--- src/rtl/class_merge_if.sv ---
// class_merge_if
//   Bundles the FIFO read side, downstream side and status outputs of
//   class_merge so the merger and its environment share one connection.
//   Ports (as seen by the merger, modport slave):
//     fifo0_data/fifo1_data  in   per-class FIFO read data (valid the cycle after a pop)
//     fifo0_empty/fifo1_empty in  per-class FIFO empty flags
//     pause                  in   downstream backpressure
//     pop0/pop1              out  per-class FIFO read strobes
//     data_out/valid_out     out  merged, registered word stream
//     cnt0/cnt1              out  per-class delivered-word counters (wrap)
//     class_err              out  sticky class-bit mismatch flag
//   modport master is the environment view (FIFOs + downstream).
interface class_merge_if #(
  parameter int DATA_SIZE = 10,
  parameter int CNT_W     = 8
);
  logic [DATA_SIZE-1:0] fifo0_data;
  logic                 fifo0_empty;
  logic [DATA_SIZE-1:0] fifo1_data;
  logic                 fifo1_empty;
  logic                 pause;
  logic                 pop0;
  logic                 pop1;
  logic [DATA_SIZE-1:0] data_out;
  logic                 valid_out;
  logic [CNT_W-1:0]     cnt0;
  logic [CNT_W-1:0]     cnt1;
  logic                 class_err;

  modport slave (
    input  fifo0_data, fifo0_empty, fifo1_data, fifo1_empty, pause,
    output pop0, pop1, data_out, valid_out, cnt0, cnt1, class_err
  );

  modport master (
    output fifo0_data, fifo0_empty, fifo1_data, fifo1_empty, pause,
    input  pop0, pop1, data_out, valid_out, cnt0, cnt1, class_err
  );
endinterface

--- src/rtl/class_merge.sv ---
// class_merge
//   Drains the class-0 and class-1 FIFOs and merges them into one stream
//   using weighted round-robin (up to W0 / W1 consecutive pops per class
//   while the other class waits), honouring downstream pause.
//   Ports:
//     clk    in  clock, posedge
//     reset  in  asynchronous active-low reset
//     bus    class_merge_if.slave (FIFO read side, merged output, status)
//
//   state  | meaning
//   IDLE   | nothing to serve or paused; picks the next class, no pop
//   SERVE0 | popping class 0 while it is non-empty and burst < W0
//   SERVE1 | popping class 1 while it is non-empty and burst < W1
module class_merge #(
  parameter int DATA_SIZE = 10,
  parameter int W0        = 2,
  parameter int W1        = 2,
  parameter int CNT_W     = 8
) (
  input  logic          clk,
  input  logic          reset,
  class_merge_if.slave  bus
);

  localparam logic [1:0] IDLE   = 2'd0;
  localparam logic [1:0] SERVE0 = 2'd1;
  localparam logic [1:0] SERVE1 = 2'd2;

  localparam logic [3:0] W0_L = 4'(W0);
  localparam logic [3:0] W1_L = 4'(W1);

  logic [1:0]           state, state_nxt;
  logic [3:0]           burst, burst_nxt;
  logic [3:0]           burst_inc;
  logic                 last_served, last_nxt;
  logic                 pop0, pop1;

  // pop stage: word arrives on fifok_data one cycle after the pop
  logic                 p_valid;
  logic                 p_cls;
  logic [DATA_SIZE-1:0] word;

  logic [DATA_SIZE-1:0] data_out_r;
  logic                 valid_out_r;
  logic [CNT_W-1:0]     cnt0_r, cnt1_r;
  logic                 class_err_r;

  // burst never exceeds W-1 before the increment, so 4 bits cannot overflow
  assign burst_inc = burst + 4'd1;

  always_comb begin
    state_nxt = state;
    burst_nxt = burst;
    last_nxt  = last_served;
    pop0      = 1'b0;
    pop1      = 1'b0;
    case (state)
      IDLE: begin
        if (!bus.pause) begin
          if (!bus.fifo0_empty && !bus.fifo1_empty)
            state_nxt = last_served ? SERVE0 : SERVE1;
          else if (!bus.fifo0_empty)
            state_nxt = SERVE0;
          else if (!bus.fifo1_empty)
            state_nxt = SERVE1;
        end
      end
      SERVE0: begin
        if (!bus.pause) begin
          if (!bus.fifo0_empty) begin
            pop0 = 1'b1;
            if (burst_inc == W0_L) begin
              burst_nxt = 4'd0;
              if (!bus.fifo1_empty) begin
                state_nxt = SERVE1;
                last_nxt  = 1'b0;
              end
            end else begin
              burst_nxt = burst_inc;
            end
          end else begin
            last_nxt  = 1'b0;
            burst_nxt = 4'd0;
            state_nxt = bus.fifo1_empty ? IDLE : SERVE1;
          end
        end
      end
      SERVE1: begin
        if (!bus.pause) begin
          if (!bus.fifo1_empty) begin
            pop1 = 1'b1;
            if (burst_inc == W1_L) begin
              burst_nxt = 4'd0;
              if (!bus.fifo0_empty) begin
                state_nxt = SERVE0;
                last_nxt  = 1'b1;
              end
            end else begin
              burst_nxt = burst_inc;
            end
          end else begin
            last_nxt  = 1'b1;
            burst_nxt = 4'd0;
            state_nxt = bus.fifo0_empty ? IDLE : SERVE0;
          end
        end
      end
      default: begin
        state_nxt = IDLE;
        burst_nxt = 4'd0;
      end
    endcase
  end

  assign word = p_cls ? bus.fifo1_data : bus.fifo0_data;

  always_ff @(posedge clk or negedge reset) begin
    if (!reset) begin
      state       <= IDLE;
      burst       <= 4'd0;
      last_served <= 1'b1;
      p_valid     <= 1'b0;
      p_cls       <= 1'b0;
      data_out_r  <= '0;
      valid_out_r <= 1'b0;
      cnt0_r      <= '0;
      cnt1_r      <= '0;
      class_err_r <= 1'b0;
    end else begin
      state       <= state_nxt;
      burst       <= burst_nxt;
      last_served <= last_nxt;
      // output pipeline runs regardless of pause
      p_valid     <= pop0 | pop1;
      p_cls       <= pop1;
      valid_out_r <= p_valid;
      if (p_valid) begin
        data_out_r <= word;
        if (p_cls) cnt1_r <= cnt1_r + CNT_W'(1);
        else       cnt0_r <= cnt0_r + CNT_W'(1);
        // mismatching words are still forwarded and counted by source FIFO
        if (word[DATA_SIZE-1] != p_cls) class_err_r <= 1'b1;
      end
    end
  end

  assign bus.pop0      = pop0;
  assign bus.pop1      = pop1;
  assign bus.data_out  = data_out_r;
  assign bus.valid_out = valid_out_r;
  assign bus.cnt0      = cnt0_r;
  assign bus.cnt1      = cnt1_r;
  assign bus.class_err = class_err_r;

endmodule

--- src/flat_wrapper.sv ---
// flat-port wrapper written by rule: the top's interface ports become plain ports
module class_merge_flat 
#(
  parameter int DATA_SIZE = 10,
  parameter int W0        = 2,
  parameter int W1        = 2,
  parameter int CNT_W     = 8
)
  (clk, reset, bus_fifo0_data, bus_fifo0_empty, bus_fifo1_data, bus_fifo1_empty, bus_pause, bus_pop0, bus_pop1, bus_data_out, bus_valid_out, bus_cnt0, bus_cnt1, bus_class_err);
  class_merge_if #(.DATA_SIZE(DATA_SIZE), .CNT_W(CNT_W)) bus_i ();
  input  logic clk;
  input  logic reset;
  input wire logic [$bits(bus_i.fifo0_data)-1:0] bus_fifo0_data;
  input wire logic [$bits(bus_i.fifo0_empty)-1:0] bus_fifo0_empty;
  input wire logic [$bits(bus_i.fifo1_data)-1:0] bus_fifo1_data;
  input wire logic [$bits(bus_i.fifo1_empty)-1:0] bus_fifo1_empty;
  input wire logic [$bits(bus_i.pause)-1:0] bus_pause;
  output wire logic [$bits(bus_i.pop0)-1:0] bus_pop0;
  output wire logic [$bits(bus_i.pop1)-1:0] bus_pop1;
  output wire logic [$bits(bus_i.data_out)-1:0] bus_data_out;
  output wire logic [$bits(bus_i.valid_out)-1:0] bus_valid_out;
  output wire logic [$bits(bus_i.cnt0)-1:0] bus_cnt0;
  output wire logic [$bits(bus_i.cnt1)-1:0] bus_cnt1;
  output wire logic [$bits(bus_i.class_err)-1:0] bus_class_err;
  assign bus_i.fifo0_data = bus_fifo0_data;
  assign bus_i.fifo0_empty = bus_fifo0_empty;
  assign bus_i.fifo1_data = bus_fifo1_data;
  assign bus_i.fifo1_empty = bus_fifo1_empty;
  assign bus_i.pause = bus_pause;
  assign bus_pop0 = bus_i.pop0;
  assign bus_pop1 = bus_i.pop1;
  assign bus_data_out = bus_i.data_out;
  assign bus_valid_out = bus_i.valid_out;
  assign bus_cnt0 = bus_i.cnt0;
  assign bus_cnt1 = bus_i.cnt1;
  assign bus_class_err = bus_i.class_err;
  class_merge #(.DATA_SIZE(DATA_SIZE), .W0(W0), .W1(W1), .CNT_W(CNT_W)) u_core (.clk(clk), .reset(reset), .bus(bus_i));
endmodule
--- config.mk ---
export PLATFORM = sky130hd
export DESIGN_NAME = class_merge_flat
export DESIGN_NICKNAME = d
export VERILOG_FILES = /design/src/rtl/class_merge_if.sv /design/src/rtl/class_merge.sv /design/src/flat_wrapper.sv
export SDC_FILE = /design/constraint.sdc
export NUM_CORES = 1
export LEC_CHECK = 0
export ABC_AREA = 1
export CAP_MARGIN = 20
export CORE_MARGIN = 2
export CORE_UTILIZATION = 35
export CTS_BUF_LIST = sky130_fd_sc_hd__clkbuf_8
export CTS_CLUSTER_DIAMETER = 80
export DETAILED_ROUTE_END_ITERATION = 8
export GPL_ROUTABILITY_DRIVEN = 0
export HOLD_SLACK_MARGIN = 0.15
export SYNTH_ARGS = -nofsm -noshare
export SYNTH_HDL_FRONTEND = slang
export SYNTH_SLANG_ARGS = --single-unit
export TNS_END_PERCENT = 20
--- constraint.sdc ---
create_clock -name clk -period 1.5 [get_ports clk]
set_input_delay 0.15 -clock clk [delete_from_list [all_inputs] [get_ports clk]]
set_output_delay 0.15 -clock clk [all_outputs]
set_load 0.02 [all_outputs]
Word level (Yosys, flattened, before mapping)
Index checks and enable logic that the tools add are counted.

Register bits: 37. Input bits: 25. Output and inout bits: 30. Word-level logic and storage cells: 75.

Add/sub/neg operators: 3. Equality and inequality tests: 11. Mux-type cells: 37. Bitwise operators: 3. Reduce and logical (&&, ||, !) cells: 11.

Operator list (count): $mux 2 (13); $mux 4 (5); $add 8x1->8 const B (2); $mux 1 (15); $pmux 4 s3 (1); $mux 10 (1); $reduce_and 7->1 (1); $ne 2x2->1 const B (3); $ne 3x2->1 const B (2); $ne 3x3->1 const B (2); $pmux 2 s3 (1); $reduce_and 2->1 (3); $reduce_and 6->1 (1); $add 4x1->4 const B (1); $eq 4x2->1 const B (1); $reduce_and 3->1 (1); $eq 2x1->1 const B (1); $eq 2x2->1 const B (1); $logic_not 1->1 (2); $logic_not 2->1 (1); $not 1->1 (2); $pmux 1 s2 (1); $reduce_bool 2->1 (1); $logic_and 1x1->1 (1); 2 further kinds (2).

Longest topological paths before layout
Gate-level depths: netlist (run 1).

Depth after elaboration: 6. Mapped depth: 10. Gate-level depth less buffers: 10.

Worst setup path before layout (run 1)
No wires, ideal clock.

Path type: reg-to-reg. Start point: register u_core.state[0]. End point: register u_core.burst[1]. Setup time: 0.065 ns. Arrival: 1.345 ns. Data required time: 1.435 ns. Setup slack: 0.090 ns. Cell stages (with the launch flop): 10. Path buffers: 0. Clock period less this slack: 1.410 ns. Cells stage by stage: dfrtp_1 > inv_1 > ha_1 > o21ai_1 > nand2_1 > nor2_1 > inv_1 > nor2_1 > nand2_1 > nand2_1.

Word-level cells in the longest chain between the ends: 3. Elaborated cells between the ends (all ways): 8. Classes of those cells: eq/ne: 4; mux: 1; bitwise: 1; reduce/logical: 2.

Ends and longest elaborated chain: from (decl) (RTL line class_merge.sv:32) `logic [1:0] state, state_nxt;`; from (signal assigned) (RTL line class_merge.sv:130) `state <= state_nxt;`; $eq 2x2->1, or another cell as far along (RTL line class_merge.sv:57) `case (state)`; $ne 2x2->1 (no line) or $not 1->1 (tied branches); $reduce_and 3->1 (no line); to (signal assigned) (RTL line class_merge.sv:131) `burst <= burst_nxt;`; to (decl) (RTL line class_merge.sv:33) `logic [3:0] burst, burst_nxt;`.

Several ways; a longest one is shown, not always the timed one. A chain may end at the register's enable or synchronous reset.

Final worst setup path (run 1)
Start point: register u_core.state[0]. End point: output bus_pop1.

Word-level cells in the longest chain between the ends: 2.

Ends and longest elaborated chain: $eq 2x2->1 (RTL line class_merge.sv:57); $mux 1 (RTL line class_merge.sv:57); to (decl) (RTL line flat_wrapper.sv:19) `output wire logic [$bits(bus_i.pop1)-1:0] bus_pop1;`.

Every way passes these cells.

==> results of run 1 <==
==> flip-flops by register name, summed over array words and instances (netlist names) <==
signal,cells
u_core.burst,4
u_core.bus.class_err,1
u_core.bus.cnt0,8
u_core.bus.cnt1,8
u_core.bus.data_out,10
u_core.bus.valid_out,1
u_core.last_served,1
u_core.p_cls,1
u_core.p_valid,1
u_core.state,2
==> metal layers <==
metal / up-vias / track usage (%) / part of all wire [%]
met5: - / 0 / 0
met4: 0 / 3.82 / 0.86
met3: 7 / 4.12 / 5.2
met2: 37 / 26.2 / 48
met1: 738 / 18.2 / 46
li1: 846 / - / -
==> cells in the mapped netlist (3+ instances only) <==
cell,instances,area [µm²]
nand2_1,86,323
dfrtp_1,36,901
inv_1,24,90.1
nand3_1,18,90.1
nor2_1,10,37.5
xor2_1,10,87.6
ha_1,8,100
nand2_2,5,31.3
a21oi_1,4,20.0
nor2_2,3,18.8
xnor2_1,3,26.3
==> cells by family after synthesis <==
| family | count (synthesis) | synth area share, % |
|---|---|---|
| and+or+nand+nor | 127 | 29.6 |
| DFF | 37 | 49.9 |
| buffers and inverters | 29 | 5.99 |
| xor gates and xnor gates | 13 | 6.12 |
| AOI/OAI and AO/OA | 10 | 3.03 |
| adders and majority gates | 8 | 5.38 |
==> final cells by class <==
type / count / area (µm²) / share of cell area [%]
inverters: 26 / 97.6 / 3.38
multi-input cells: 158 / 901 / 31.2
flip-flops and latches: 37 / 931 / 32.3
repair buffers: 75 / 733 / 25.4
clock inverters: 3 / 65.1 / 2.26
clock buffers: 5 / 68.8 / 2.39
well taps: 70 / 87.6 / 3.04
==> power by group <==
part	leakage, nW	switching (mW)	internal, mW
sequential	0.478	0.210	1.28
combinational	1.04	1.04	0.949
clock	0.0681	0.358	0.661
total	1.59	1.61	2.89
==> timing repair <==
| action | in CTS | in global routing |
|---|---|---|
| pin swaps | 0 | 7 |
| setup buffers | 0 | 1 |
| endpoints found under the hold margin | 18 | 0 |
| endpoints found under the setup margin | 11 | 18 |
| cloned | 0 | 0 |
| hold buffers | 1 | 0 |
| resized for setup | 14 | 39 |
==> worst paths after layout <==
check                                                      to  slack, ns  cells after the start
setup / recovery                                     bus_pop1       0.02                      5
hold / removal                 u_core.bus.cnt1[2]$_DFFE_PN0P_       0.34                      2
hold reg to reg              u_core.bus.class_err$_DFFE_PN0P_       0.46                      1
setup reg to reg                  u_core.burst[1]$_DFFE_PN0P_       0.04                      9
max in group asynchronous         u_core.burst[0]$_DFFE_PN0P_       0.67                      3
min in group clk           u_core.bus.data_out[6]$_DFFE_PN0P_       0.42                      3
==> impl_metrics.yaml, run 1 <==
global_route:
  grt_pass1_wl_mm: 7.22
  grtUsageTotal_pct: 15.0
  grt_pass1_vias: 1665
  largest_net_degree_at_the_start_of_global_routing: 21
  grt_overflow: 0
  grt_antenna_before_repair: 0
floorplan:
  die_area_um2: 5910
  die_height_um: 76.9
  floorplan_die_width_um: 76.9
  core_area_um2: 5110
  initial_utilization_pct: 36.4
  std_cell_rows: 26
  pin_count: 55
clock_network:
  clkSlewWorstSetupHoldPaths_ns: 0.08
  h-tree-depth: 2
  number_of_buffers_inserted_during_clock_tree_synthesis: 5
  clock_latency_ns: 0.29
  root_buffer: "clkbuf_8"
  cts_tree: "yes"
  tritoncts_num_sinks: 37
  clock_tree.buffer_depth: 2
worst_setup_path:
  crit_path_end_kind: "primary output"
  crit_path_start: "u_core.state[0]$_DFFE_PN0P_"
  crit_path_max_incr_delay_ns: 0.44
  crit_fanout: 4
  critPathSlowestCell: "dfrtp_2"
  crit_chain: "inv_2 -> ha_4 -> nand2_1 -> nor2_1 -> buf_4"
  worst-setup-path-type: "flop to primary output"
  signal_arrival_time_at_the_worst_endpoint_ns: 1.33
  critical_path.top_delay_family: "flip-flops"
  worst_ep_required_time_ns: 1.35
  worst-path-buf-inv: 2
  r2r-start: "u_core.state[1]$_DFFE_PN0P_"
  critPathLaunchType: "flop"
final_layout:
  finish.net_count: 336
  layout.cells.most_common: "nand2_1"
  drive_gt1_share_pct: 21.4
  final_area_um2: 2880
  layout_common_cells: "nand2_1 (81), clkdlybuf4s50_1 (39), dfrtp_1 (33), inv_1 (20), buf_4 (18)"
  n_fill_cell: 475
  post_layout_nonfiller_instances: 374
  utilization_pct: 56.5
  area_delta_synth_final_pct: 55.1
  antennaDiodeCount: 0
sta:
  finalHoldViolations: 0
  skew_ns: 0.00767
  hold_ws_ns: 0.342
  max_slew_violation_count: 0
  totalNegativeSetupSlack_ns: 0
  finalCriticalPeriod_ns: 1.48
  grt_setup_unrepaired: "true"
  tightest_pin_transition_ns: 0.473
  min_period_over_period_pct: 98.6
  post-route-worst-setup-slack_ns: 0.0214
  max_freq_mhz: 676
  setup-violations-final: 0
  slew-limit-headroom_pct: 68.5
routing:
  totalWireLength_mm: 4.09
  avgRoutedWirePerCell_um: 10.9
  drcViolationCount: 0
  detail_route.iter0.violations: 43
  firstDrtPassIters: 4
  avgViaCountPerCell: 4.35
  num_vias: 1628
  final_antenna_net_count: 0
placement:
  postPlaceCellArea_um2: 2620
  detailedPlacementHpwl_mm: 3.12
  io_buffers: 54
  detailedPlace.worstSlack_ns: -0.118
  placed_cells: 364
yosys:
  yosysWarningCount: 0
  synth-seq-area-share_pct: 49.9
  synthesis.area_per_instance_um2: 8.30
  synth_cell_types: 24
  mappedNetlistNets: 257
  postSynthRegisterBits: 37
  synthesis.instances: 224
  synth-main-ff-cell: "dfrtp_1"
  postSynth.asyncResetShare_pct: 100
  syn_area_um2: 1860
  synth-edff-count: 0
power:
  power.total_mw: 4.50
  ir_worst_vdd_uv: 690
  powerDensity_nw_per_um2: 1560
  power.leakage_nw: 1.59
job:
  number_of_violations_of_the_max_capacitance_limit: 0
run_status:
  outcome: "finished, final reports clean"
hold_path:
  worstHoldPathType: "input port to async pin"
Note: power is estimated with default switching activity, not from simulation.
==> run 2: changes to the inputs <==
Settings changed: HOLD_SLACK_MARGIN 0.15 to 0.06.
==> results of run 2 <==
Final layout, timing and power as in run 1 (identical DEF).
